<file path="src/rtl/rv32_pkg.sv">
// Shared RV32I pipeline definitions: writeback result-source encoding and register-file sizing.
package rv32_pkg;

  typedef enum logic [1:0] {
    RES_ALU = 2'b00,
    RES_MEM = 2'b01,
    RES_PC4 = 2'b10
  } result_src_t;

  localparam int          REG_COUNT = 32;
  localparam logic [4:0]  X0        = 5'd0;

endpackage

</file>
<file path="src/rtl/writeback_regfile_reg_file.sv">
// Integer register array with synchronous reset/write, two asynchronous read ports with
// same-cycle write-through bypass, and a debug tap on one register.
module reg_file
  import rv32_pkg::*;
#(
  parameter int DATA_WIDTH = 32,
  parameter int ADDR_WIDTH = 5,
  parameter int DEBUG_REG  = 10
) (
  input  logic                  clk,
  input  logic                  rst,
  input  logic                  i_we,
  input  logic [ADDR_WIDTH-1:0] i_waddr,
  input  logic [DATA_WIDTH-1:0] i_wdata,
  input  logic [ADDR_WIDTH-1:0] i_raddr1,
  input  logic [ADDR_WIDTH-1:0] i_raddr2,
  output logic [DATA_WIDTH-1:0] o_rdata1,
  output logic [DATA_WIDTH-1:0] o_rdata2,
  output logic [DATA_WIDTH-1:0] o_dbg
);

  localparam int                    NREGS   = 2**ADDR_WIDTH;
  localparam logic [ADDR_WIDTH-1:0] DBG_IDX = ADDR_WIDTH'(DEBUG_REG);

  logic [DATA_WIDTH-1:0] r_regs [NREGS];
  logic                  w_commit;

  assign w_commit = i_we && (i_waddr != '0);

  always_ff @(posedge clk) begin
    if (rst) begin
      for (int i = 0; i < NREGS; i++) r_regs[i] <= '0;
    end else if (w_commit) begin
      r_regs[i_waddr] <= i_wdata;
    end
  end

  // x0 reads zero even when a write to it is being presented on the bypass.
  function automatic logic [DATA_WIDTH-1:0] read_port(input logic [ADDR_WIDTH-1:0] addr);
    if (addr == '0)                    return '0;
    else if (i_we && i_waddr == addr)  return i_wdata;
    else                               return r_regs[addr];
  endfunction

  assign o_rdata1 = read_port(i_raddr1);
  assign o_rdata2 = read_port(i_raddr2);
  assign o_dbg    = r_regs[DBG_IDX];

endmodule

</file>
<file path="src/rtl/writeback_regfile.sv">
// RV32I writeback stage: selects the architectural result, commits it to the register file,
// and counts committed non-x0 writes.
module writeback_regfile
  import rv32_pkg::*;
#(
  parameter int DATA_WIDTH = 32,
  parameter int ADDR_WIDTH = 5,
  parameter int DEBUG_REG  = 10
) (
  input  logic                  clk,
  input  logic                  rst,
  input  logic [DATA_WIDTH-1:0] ALUResultW,
  input  logic [DATA_WIDTH-1:0] ReadDataW,
  input  logic [DATA_WIDTH-1:0] PCPlus4W,
  input  logic [ADDR_WIDTH-1:0] RdW,
  input  logic                  RegWriteW,
  input  logic [1:0]            ResultSrcW,
  input  logic [ADDR_WIDTH-1:0] Rs1D,
  input  logic [ADDR_WIDTH-1:0] Rs2D,
  output logic [DATA_WIDTH-1:0] RD1D,
  output logic [DATA_WIDTH-1:0] RD2D,
  output logic [DATA_WIDTH-1:0] ResultW,
  output logic [DATA_WIDTH-1:0] a0,
  output logic [DATA_WIDTH-1:0] WbCount
);

  logic [DATA_WIDTH-1:0] w_result;
  logic [DATA_WIDTH-1:0] r_wb_count;
  logic                  w_commit;

  // The reserved encoding 2'b11 falls back to the ALU result.
  always_comb begin
    w_result = ALUResultW;
    case (ResultSrcW)
      RES_MEM: w_result = ReadDataW;
      RES_PC4: w_result = PCPlus4W;
      default: w_result = ALUResultW;
    endcase
  end

  assign w_commit = RegWriteW && (RdW != '0);

  always_ff @(posedge clk) begin
    if (rst)           r_wb_count <= '0;
    else if (w_commit) r_wb_count <= r_wb_count + 1'b1;
  end

  reg_file #(
    .DATA_WIDTH (DATA_WIDTH),
    .ADDR_WIDTH (ADDR_WIDTH),
    .DEBUG_REG  (DEBUG_REG)
  ) u_rf (
    .clk      (clk),
    .rst      (rst),
    .i_we     (RegWriteW),
    .i_waddr  (RdW),
    .i_wdata  (w_result),
    .i_raddr1 (Rs1D),
    .i_raddr2 (Rs2D),
    .o_rdata1 (RD1D),
    .o_rdata2 (RD2D),
    .o_dbg    (a0)
  );

  assign ResultW = w_result;
  assign WbCount = r_wb_count;

endmodule

</file>
<file path="config.mk">
export PLATFORM = sky130hd
export DESIGN_NAME = writeback_regfile
export DESIGN_NICKNAME = d
export VERILOG_FILES = /design/src/rtl/rv32_pkg.sv /design/src/rtl/writeback_regfile_reg_file.sv /design/src/rtl/writeback_regfile.sv
export SDC_FILE = /design/constraint.sdc
export NUM_CORES = 2
export LEC_CHECK = 0
export CAP_MARGIN = 20
export CORE_ASPECT_RATIO = 0.6
export CORE_UTILIZATION = 36
export CTS_CLUSTER_SIZE = 16
export DETAILED_ROUTE_END_ITERATION = 8
export PLACE_DENSITY_LB_ADDON = 0.05
export SKIP_CTS_REPAIR_TIMING = 1
export SLEW_MARGIN = 5
export SYNTH_ARGS = -nofsm -noshare
export SYNTH_HDL_FRONTEND = slang
export SYNTH_SLANG_ARGS = --single-unit
export TNS_END_PERCENT = 20
</file>
<file path="constraint.sdc">
create_clock -name clk -period 3.8 [get_ports clk]
set_clock_uncertainty 0.05 [all_clocks]
set_input_delay 0.57 -clock clk [delete_from_list [all_inputs] [get_ports clk]]
set_output_delay 0.57 -clock clk [all_outputs]
set_load 0.005 [all_outputs]
</file>
==> results.md <==
- The core region is 0.153 mm2.
- Global routing used around 46% of the available met2 tracks.
- For this run, global-route usage on met3 was measured as 5.27%.
- Max-cap violations in this run came to 0.
- After detailed routing, the average wire length per cell comes to about 36 um.
- Setup violations remaining at the end of the flow were counted as 4.
- Synthesis produced around 4,200 cells.
- The completed layout was analyzed and its total power is 30.2 mW.
- The floorplan has roughly 110 rows.
- By area the synthesized netlist is led by sky130_fd_sc_hd__edfxtp_1 (55%), sky130_fd_sc_hd__mux4_2 (17%), sky130_fd_sc_hd__nor2_1 (7.1%), sky130_fd_sc_hd__mux2i_1 (5.5%), sky130_fd_sc_hd__clkbuf_1 (1.9%).
- The netlist area before placement is 0.0557 mm2.
- The cell sitting at the root of the clock tree is a sky130_fd_sc_hd__clkbuf_16.
- The average footprint of a synthesized cell is ~13 um2.
- The xor/xnor cell area share of the yosys netlist is less than 1%.
- The count of nets left with antenna violations once routing finished came out at 0.
- The first global-routing pass estimated between 300 and 400 mm of wire.
- The height of the die is 307 um.
- The clock tree from TritonCTS is yes.
- Multiplexer cells account for 23.1% of the synthesized area.
- The final design instance area without fill is 0.0696 mm2.
- The count of buffers from port buffering is approximately 280.
- Of the synthesized area, sequential elements account for between 50% and 60%.
- The number of antenna diodes in the final layout is 0.
- Static timing analysis puts the maximum clock frequency at about 0.26 GHz.
- The fraction of synthesis flops using an asynchronous set or reset pin is 0%.
- In this run the static leakage power is about 25 nW.
- The most used flip-flop cell after synthesis is sky130_fd_sc_hd__edfxtp_1.
- The number of antenna violations at the first check in global routing came to 10.
- The final-report hold violation count is 0.
- The clock latency reported for the late side of the worst-skew pair is between 0.7 and 0.8 ns.
- The detailed-route vias per instance is just over 6.
- Counting the buffers created by CTS gives 109.
- Summing the areas of all and, or, nand and nor instances in the mapped netlist gives around a tenth of the synthesized area.
- Leaving out fill and tap cells, the most frequent cell in the layout is sky130_fd_sc_hd__nor2_1.
- Summing the areas of all fa, ha and maj instances in the mapped netlist gives less than 1% of the synthesized area.
- Setup repair after global routing could not meet its margin everywhere.
- The main combinational cell family by area after synthesis is multiplexers.
- The final clock period utilization by the worst path is 101%.
- The flip-flop and latch count after synthesis is between 1,000 and 1,500.
- The synthesized design contains approximately 1,000 enable-type register cells.
- The area added between synthesis and finish is 24.9%.
- The setup path with the least slack is of type reg -> out.
- The post-place instance area is 0.0651 mm2.
- Wires add up to 247 mm.
- The routed layout has about 42,000 vias.
- The worst path required time is between 3 and 4 ns.
- The number of max-slew violations in the final report is 0.
- Global routing finished with a remaining overflow of 0.
- For the worst setup path, the data arrival time is ~3.2 ns.
- The flow ran to the end, but the final reports show violations.
- The number of warnings issued by yosys is 0.
- The type of element capturing the critical path is an output pin.
- The initial utilization of the core area, before any placement, comes to 36.4%.
- The worst hold-check path type is in -> reg.
- CTS saw 1,056 sinks.
- The total I/O pin count is about 280.
- The nature of the critical path startpoint is a flop.
- The last weighted congestion value of the routability-driven placer is 0.908.
- The summed negative setup slack over all endpoints is -0.163 ns.
- For the finished layout, the period the worst path requires is between 3 and 4 ns.
- The post-place setup slack is -0.675 ns.
- Measured against its own limit, the worst slew margin works out to 37.7%.
- The post-route netlist has 28.9% of its cells at a drive strength greater than 1.
- The count of unresolved DRC violations after routing is 0.
- At the pin with the least slew margin, the transition time is 0.934 ns.
- sky130_fd_sc_hd__edfxtp_1 takes more of the synthesized area than any other cell.
- The die covers approximately 0.16 mm2.
- The layout has about 14,000 filler cells.
- The pin count of the biggest net entering global routing is between 40 and 50.
- The width of the chip is 510 um.
- After legalization and detailed placement, the total HPWL measured between 150 and 200 mm.
- The final reports fail on negative setup slack.
- In this run the worst path has a maximum fanout of 3.
- The power per cell area is roughly 430 mW/mm2.
- After clock tree synthesis, the clock-pin slew on the worst setup and hold paths is roughly 0.060 ns.
- Across all setup checks in the final design, the least slack found is -0.0556 ns.
- The first-iteration detailed-routing DRC count is 5,507.
- The worst IR drop on VDD is between 0.4 and 0.5 mV.
- The total number of nets in the final design is 4,845.
- In this run the biggest area consumer among cell types represents 55.2% of the synthesized area.
- The number of different library cells used by synthesis comes to 65.
- met1 is the most crowded layer.
- In the layout the commonest cells are sky130_fd_sc_hd__nor2_1 (1,049), sky130_fd_sc_hd__edfxtp_1 (1,024), sky130_fd_sc_hd__buf_4 (458).
- Global routing consumed, on the met1 layer, approximately 48% of the routing resources.
- The maximum root-to-sink buffer count is 3.
- The via count of the first global-routing pass came to ~40,000.
- For this run, the detailed router's first-pass iteration total came to 5.
- The all-layer global routing usage is 31.3%.
- The synthesized netlist devotes 6.45% of its cell area to compound gates.
- The number of levels in the clock H-tree is 3.
report_power, final:
group          internal [mW]  switching [mW]  total, mW
clock network           6.12            4.96       11.1
registers               13.4           0.339       13.7
logic                   2.39            3.06       5.44
worst max-delay path, cell delays in order (launching register included):
cell and delay (ns):
sky130_fd_sc_hd__edfxtp_1 0.46, sky130_fd_sc_hd__mux4_2 0.50, sky130_fd_sc_hd__nor3b_1 0.17, sky130_fd_sc_hd__a2111oi_2 0.55, sky130_fd_sc_hd__a221oi_4 0.21, sky130_fd_sc_hd__buf_4 0.18, sky130_fd_sc_hd__clkdlybuf4s50_1 0.43
registers in the layout (all words and copies together), names as in the netlist:
| register | cells |
|---|---|
| WbCount | 32 |
| u_rf.r_regs | 1024 |
cells by family (layout without fill, tap and decap cells):
family	after synthesis	count (layout)
simple gates	1318	1318
flops	1056	1056
mux	763	763
compound gates	503	503
buf+inv	492	1121
xor+xnor	22	22
fa+ha+maj	3	3
other cells	1	32
path summary, 6_finish.rpt:
path / startpoint / to / slack (ns) / depth (start not counted)
hold / removal: rst / WbCount[1]$_SDFFE_PP0P_ / 0.35 / 3
setup / recovery: u_rf.r_regs[10][21]$_SDFFCE_PN0P_ / RD1D[21] / -0.06 / 6
setup reg to reg: WbCount[11]$_SDFFE_PP0P_ / WbCount[25]$_SDFFE_PP0P_ / 1.31 / 5
hold reg to reg: WbCount[31]$_SDFFE_PP0P_ / WbCount[31]$_SDFFE_PP0P_ / 0.43 / 2
per-layer routing:
| metal | share of wire [%] | vias up |
|---|---|---|
| met3 | 9.2 | 332 |
| li1 | - | 17055 |
| met4 | 2.8 | 4 |
| met5 | 0.011 | - |
| met1 | 45 | 22183 |
| met2 | 43 | 2421 |
cells in the mapped netlist, types with 8 or more instances:
library cell	count
sky130_fd_sc_hd__a2111oi_0	10
sky130_fd_sc_hd__a211oi_1	35
sky130_fd_sc_hd__a21oi_1	65
sky130_fd_sc_hd__a221o_1	36
sky130_fd_sc_hd__a221oi_1	78
sky130_fd_sc_hd__a22oi_1	61
sky130_fd_sc_hd__a31oi_1	8
sky130_fd_sc_hd__buf_1	16
sky130_fd_sc_hd__buf_2	91
sky130_fd_sc_hd__buf_4	38
sky130_fd_sc_hd__buf_6	12
sky130_fd_sc_hd__clkbuf_1	289
sky130_fd_sc_hd__dfxtp_1	32
sky130_fd_sc_hd__edfxtp_1	1024
sky130_fd_sc_hd__inv_1	44
sky130_fd_sc_hd__mux2_2	44
sky130_fd_sc_hd__mux2i_1	306
sky130_fd_sc_hd__mux4_2	413
sky130_fd_sc_hd__nand2_1	88
sky130_fd_sc_hd__nand2b_1	41
sky130_fd_sc_hd__nand3_1	15
sky130_fd_sc_hd__nand4_1	16
sky130_fd_sc_hd__nor2_1	1055
sky130_fd_sc_hd__nor3_1	18
sky130_fd_sc_hd__nor3b_1	20
sky130_fd_sc_hd__o21a_1	25
sky130_fd_sc_hd__o21ai_0	67
sky130_fd_sc_hd__o221ai_1	9
sky130_fd_sc_hd__o22ai_1	64
sky130_fd_sc_hd__o31ai_1	11
sky130_fd_sc_hd__or3_1	14
sky130_fd_sc_hd__or4_1	13
sky130_fd_sc_hd__xnor2_1	18
metrics by stage:
stage          hold slack [ns]  utilization, %  instances
2_1_floorplan            0.418               -       4189
3_3_place_gp             0.413            42.5       6616
3_5_place_dp             0.422            42.5       6616
4_1_cts                  0.334            44.8       6819
5_1_grt                  0.357            45.4       6852
6_report                 0.349            45.4       6852
layout make-up:
cell class                      instances  area, um2  area share [%]
Clock buffer                          134       2840            4.09
Clock inverter                         69        663           0.953
Inverter                               46        178           0.255
Multi-Input combinational cell       2641      23000            33.1
Sequential cell                      1056      31400            45.1
Timing Repair Buffer                  872       8950            12.9
Tap cell                             2034       2540            3.66
No activity file was read; power rests on OpenSTA's default activity.
